--- src/rtl/sump_cmd_parser.sv ---
// SUMP command receiver: assembles 1-byte short and 5-byte long commands from a byte stream
// and presents them with a single-cycle execute strobe; stale partial long commands time out.
module sump_cmd_parser #(
    parameter int unsigned TIMEOUT_CYCLES = 1000000,
    parameter int unsigned CNT_WIDTH      = 24
) (
    input  logic                 clock,
    input  logic                 reset,
    input  logic [7:0]           rx_data,
    input  logic                 rx_valid,
    input  logic                 rx_error,
    output logic [7:0]           opcode,
    output logic [31:0]          config_data,
    output logic                 execute,
    output logic                 cmd_pending,
    output logic                 timeout_err
);

    // state | meaning
    // IDLE  | waiting for an opcode byte
    // ARGS  | long opcode seen, collecting 4 argument bytes LSB first
    typedef enum logic {
        IDLE = 1'b0,
        ARGS = 1'b1
    } state_t;

    localparam logic [CNT_WIDTH-1:0] CNT_LAST = CNT_WIDTH'(TIMEOUT_CYCLES - 1);

    state_t               state;
    logic [1:0]           idx;
    logic [CNT_WIDTH-1:0] cnt;
    logic [CNT_WIDTH-1:0] cnt_inc;
    logic [7:0]           shadow_op;
    logic [31:0]          shadow_data;
    logic                 accepted;

    assign accepted = rx_valid && !rx_error;
    assign cnt_inc  = cnt + CNT_WIDTH'(1);

    always_ff @(posedge clock) begin
        if (reset) begin
            state       <= IDLE;
            idx         <= 2'd0;
            cnt         <= '0;
            shadow_op   <= 8'h00;
            shadow_data <= 32'h0;
            opcode      <= 8'h00;
            config_data <= 32'h0;
            execute     <= 1'b0;
            cmd_pending <= 1'b0;
            timeout_err <= 1'b0;
        end else begin
            execute     <= 1'b0;
            timeout_err <= 1'b0;
            case (state)
                IDLE: begin
                    if (accepted) begin
                        if (!rx_data[7]) begin
                            opcode  <= rx_data;
                            execute <= 1'b1;
                        end else begin
                            shadow_op   <= rx_data;
                            idx         <= 2'd0;
                            cnt         <= '0;
                            state       <= ARGS;
                            cmd_pending <= 1'b1;
                        end
                    end
                end
                ARGS: begin
                    if (rx_valid && rx_error) begin
                        state       <= IDLE;
                        cmd_pending <= 1'b0;
                        timeout_err <= 1'b1;
                        idx         <= 2'd0;
                        cnt         <= '0;
                    end else if (accepted) begin
                        // An arriving byte always beats the terminal count.
                        shadow_data[{idx, 3'b000} +: 8] <= rx_data;
                        idx <= idx + 2'd1;
                        cnt <= '0;
                        if (idx == 2'd3) begin
                            opcode      <= shadow_op;
                            config_data <= {rx_data, shadow_data[23:0]};
                            execute     <= 1'b1;
                            state       <= IDLE;
                            cmd_pending <= 1'b0;
                        end
                    end else if (cnt_inc == CNT_LAST) begin
                        state       <= IDLE;
                        cmd_pending <= 1'b0;
                        timeout_err <= 1'b1;
                        idx         <= 2'd0;
                        cnt         <= '0;
                    end else begin
                        cnt <= cnt_inc;
                    end
                end
                default: begin
                    state       <= IDLE;
                    cmd_pending <= 1'b0;
                end
            endcase
        end
    end

endmodule

--- config.mk ---
export PLATFORM = sky130hd
export DESIGN_NAME = sump_cmd_parser
export DESIGN_NICKNAME = d
export VERILOG_FILES = /design/src/rtl/sump_cmd_parser.sv
export SDC_FILE = /design/constraint.sdc
export NUM_CORES = 1
export LEC_CHECK = 0
export CAP_MARGIN = 10
export CELL_PAD_IN_SITES_DETAIL_PLACEMENT = 2
export CELL_PAD_IN_SITES_GLOBAL_PLACEMENT = 2
export CORE_MARGIN = 1
export CORE_UTILIZATION = 29
export CTS_CLUSTER_DIAMETER = 60
export DETAILED_ROUTE_END_ITERATION = 16
export PLACE_DENSITY = 0.7
export RECOVER_POWER = 100
export SLEW_MARGIN = 15
export SYNTH_ARGS = -nofsm -noshare
export SYNTH_HDL_FRONTEND = slang
export SYNTH_SLANG_ARGS = --single-unit
--- constraint.sdc ---
create_clock -name clock -period 2.5 [get_ports clock]
set_input_delay 0.5 -clock clock [delete_from_list [all_inputs] [get_ports clock]]
set_output_delay 0.5 -clock clock [all_outputs]
set_load 0.05 [all_outputs]
Yosys cells after proc, flatten, opt, wreduce, memory -nomap -nowiden
Cells that the tools add are included.
- add/sub/neg operators: 3
- multiply operators: 0
- equality and inequality tests: 10
- reduce and logical (&&, ||, !) cells: 11
- bitwise logic cells: 2
- shift-type cells: 2
- mux-type cells: 42
- divide/modulo/power cells: 0
- $lt $le $gt $ge: 0
- operator list (kind ; number):
    $mux W24 ; 5
    $pmux W24 S2 ; 1
    $mux W8 ; 5
    $bwmux W32 ; 1
    $shift A8 B7 Y32 const A ; 1
    $shiftx A8 B7 Y32 ; 1
    $add A24 B1 Y24 const B ; 1
    $eq A24 B20 Y1 const B ; 1
    $mux W1 ; 20
    $pmux W8 S2 ; 1
    $mux W2 ; 5
    $reduce_and A3 Y1 ; 3
    $ne A2 B2 Y1 const B ; 4
    $reduce_and A4 Y1 ; 2
    $neg A5 Y7 ; 1
    $pmux W1 S2 ; 3
    $reduce_and A5 Y1 ; 1
    $ne A2 B1 Y1 const B ; 2
    $ne A4 B1 Y1 const B ; 1
    $ne A4 B2 Y1 const B ; 1
    $pmux W2 S2 ; 1
    $add A2 B1 Y2 const B ; 1
    $eq A2 B2 Y1 const B ; 1
    $logic_and A1 B1 Y1 ; 2
    other kinds (4) ; 5
- bits of input ports: 12
- memory bits (writable): 0
- flip-flop bits (word level): 110
- output and inout port bits: 43
- memory bits (read-only): 0
- memories kept: 0
- word-level logic and storage cells: 80
- latch bits: 0

Longest topological paths before layout
- depth after elaboration: 6
- gate-level depth with buffers: 11
- gate-level depth less buffers: 10

Worst setup path after synthesis
OpenSTA, ideal clock, no wires.
- kind: flip-flop to flip-flop
- start: register cnt[5]
- end: register cnt[12]
- data required time: 2.386 ns
- setup time: 0.114 ns
- stages on the path, launching flop included: 11
- path buffers: 2
- clock period less this slack: 2.512 ns
- arrival: 2.398 ns
- path slack: -0.012 ns
- cell sequence: dfxtp_1 buf_2 nand4_1 nor4_4 and2b_2 mux2_2 a211oi_2 a211o_2 buf_4 a21oi_1 a21o_1
- longest elaborated chain between the ends: 6
- RTL lines (item ; line ; RTL):
    start, declared ; 31 ; logic [CNT_WIDTH-1:0] cnt;
    start signal, assigned ; 96 ; cnt <= cnt_inc;
    $add A24 B1 Y24 (*) ; 38 ; assign cnt_inc = cnt + CNT_WIDTH'(1);
    $eq A24 B20 Y1 ; 89 ; end else if (cnt_inc == CNT_LAST) begin
    $mux W24 (*) ; 89 ;
    $mux W24 (*) ; 77 ; end else if (accepted) begin
    $mux W24 (*) ; 71 ; if (rx_valid && rx_error) begin
    $pmux W24 S2 (*) ; 55 ; case (state)
Every way passes the cells marked *; elsewhere a longest branch is shown, timed or not.
A chain may end at the register's enable or synchronous reset.

Worst setup path after layout
- start: register cnt[4]
- end: register cnt[19]
Same word-level chain as after synthesis.

==> metrics <==
status=finished with violations; failing checks=DRC, setup timing; crit-path max FO=7; HPWL after DPL=10700 um; Final setup viols=20; FFs w/ async S/R, synth=0%; worst reg-to-reg setup slack=-120 ps; mean number of vias per cell=5.12; Fmax achieved=0.382 GHz; unrepaired setup endpoints after global routing=true; Synth area leaders=dfxtp_1 (46%), nand2_1 (12%), a21oi_1 (8.6%); Antenna Nets Post-Route=0; Leak=0.00235 uW; clock buffer depth=2; crit-path cells=and3_4, nand3_4, or4_4, and4_4, o2111a_2, buf_6, a211o_4, or3_1, nand3_1; slowest CP cell=or4_4; Core ar.=15100 sq um; Pint=2420 uW; PwrDens=516 nW/um^2; commonest non-fill, non-tap cell in the layout=nand2_1; wire length per cell=19.1 um; Rows=45; Die Span X=126 um; synth warn=0; Min-Delay Path Class=flip-flop to flip-flop; max incr delay on CP=530 ps; Clock power frac=43.1%; Mapped Cells=559; fraction of power consumed by combinational cells=6.4%; first-pass GRT wire length=26000 um; final clock skew=8.68 ps; Slew HR=43.6%; Psw=831 uW; Pwr Total=3250 uW; register bit total from synthesis=102; total track usage=21.0%; routed wire length=16400 um; # port buffers=54; H-tree depth=3; Root Buffer=clkbuf_16; clock period minus worst slack=2620 ps; Least-Margin Pin Slew=846 ps; Synth area leader=dfxtp_1; Placer Congestion=0.844; post-synthesis net count=578; cts bufs inserted=9; CP startpoint kind=flip-flop; Worst-Skew Late Latency=360 ps; sw frac=25.5%; clock-pin slew on the worst setup and hold paths=70 ps; DP Worst Slack=-449 ps; Layout area overhead=40.8%; final setup margin=-117 ps; crit path DAT=2910 ps; Max Cap Viol=0; Worst R2R Path Depth=9; hold_buf cts=0; top cell type's share of synthesized area=45.6%; fin util=41.6%; EDFF count, synth=0; largest net degree at the start of global routing=80; die area=15900 sq um; Nets=685; die height=126 um; CP endpoint kind=flip-flop; Period Utilization, post-route=105%; Final Hold Vio Count=0; Initial Util=29.6%; hold path cells=2; TNS Setup=-962 ps; Mean Syn Cell Area=8.01 sq um; DRC=2; Synth cell types=56; commonest register cell after synthesis=dfxtp_1; sequential share of power=50.5%; via count=4402; Slew Limit Fails=0; num ports=55; Setup CP Type=flip-flop to flip-flop; Filler cells=1637; clk sink count=102; n_diodes=0; proportion of layout cells with a drive suffix above 1=22.5%; initial antenna violation count=0; TritonCTS clock tree=yes; vias in the first global route=4842; Critical Path RT=2800 ps; Seq/Total Area, Yosys=45.6%; DRT iter0 DRCs=166; worst IR drop on VDD=0.351 mV; most frequent cells in the layout=nand2_1 (145), dfxtp_1 (87), a21oi_1 (72); DRT Pass-1 Iters=10; Mapped Area=4480 sq um; gr ovfl total=0
[worst paths after layout]
kind                                     start              to
worst min register to register  config_data[1]  config_data[1]
worst max register to register          cnt[4]         cnt[19]
worst min-delay path            config_data[1]  config_data[1]
worst max-delay path                    cnt[4]         cnt[19]
[stage by stage]
step	cell area [sq um]	hold slack, ps	instances
detailed placement	5540	452	821
finish	6300	454	859
CTS	6170	461	853
global route	6300	480	859
floorplan	4480	432	559
global placement	5540	442	821
[sequential cells by signal (all words and copies together), names as in the netlist]
register / flops
shadow_data: 24
idx: 2
config_data: 32
execute: 1
timeout_err: 1
cmd_pending: 1
cnt: 24
opcode: 8
state: 1
shadow_op: 8
[cell families after synthesis]
logic type	count (synthesis)	share of synthesized area, %
buf+inv	45	4.14
fa+ha+maj	7	1.96
flops	102	45.6
xor+xnor	12	2.35
mux	9	2.07
simple gates	259	27.4
compound gates	125	16.5
[timing repair]
item                                   in CTS  in global routing
gates cloned                                1                  0
setup endpoints to repair                  29                 28
setup buffers                              15                  6
pin swaps                                  15                 17
resized for setup                          48                 36
endpoints found under the hold margin       0                  0
[metal layers]
layer | GRT usage, % | vias to the layer above | share of wire (%)
met5 | 0 | - | 0
met4 | 9.85 | 0 | 2.3
met3 | 2.55 | 21 | 1.9
met2 | 38.2 | 68 | 54
met1 | 24.4 | 2169 | 42
li1 | - | 2144 | -
[power by group through the flow]
stage | Sequential, uW | Clock, uW | Combinational [uW]
5_1_grt | 1640 | 1490 | 224
3_5_place_dp | 1680 | 0 | 197
4_1_cts | 1640 | 1430 | 207
2_1_floorplan | 1710 | 0 | 80.0
6_report | 1640 | 1400 | 210
3_3_place_gp | 1680 | 0 | 192
[layout make-up]
type | instances | area, sq um | area share (%)
Timing Repair Buffer | 134 | 1210 | 19.2
Tap cell | 188 | 235 | 3.73
Clock buffer | 10 | 239 | 3.79
Inverter | 7 | 28.8 | 0.456
Multi-Input combinational cell | 412 | 2470 | 39.1
Sequential cell | 102 | 2070 | 32.9
Clock inverter | 6 | 51.3 | 0.814
[cells in the mapped netlist, drive strengths merged, types with 2 or more instances]
library cell    n
nand2         145
dfxtp         102
a21oi          77
nand3          41
clkbuf         32
nor2           19
o21ai          16
a211oi         12
nand4          10
ha              7
inv             7
mux2i           7
or3             7
xnor2           7
and3            6
buf             6
nor3            6
xor2            5
and2            4
nor3b           4
nor4            4
a21o            3
nand3b          3
nor2b           3
a211o           2
a22o            2
a22oi           2
a31oi           2
and2b           2
mux2            2
nand2b          2
[worst max-delay path: cells and delay by family (launching register included)]
kind	cells	cell delay (ps)
compound gates	2	580
buf+inv	1	140
simple gates	6	1460
flops	1	370
Note: power is estimated with default switching activity, not from simulation.
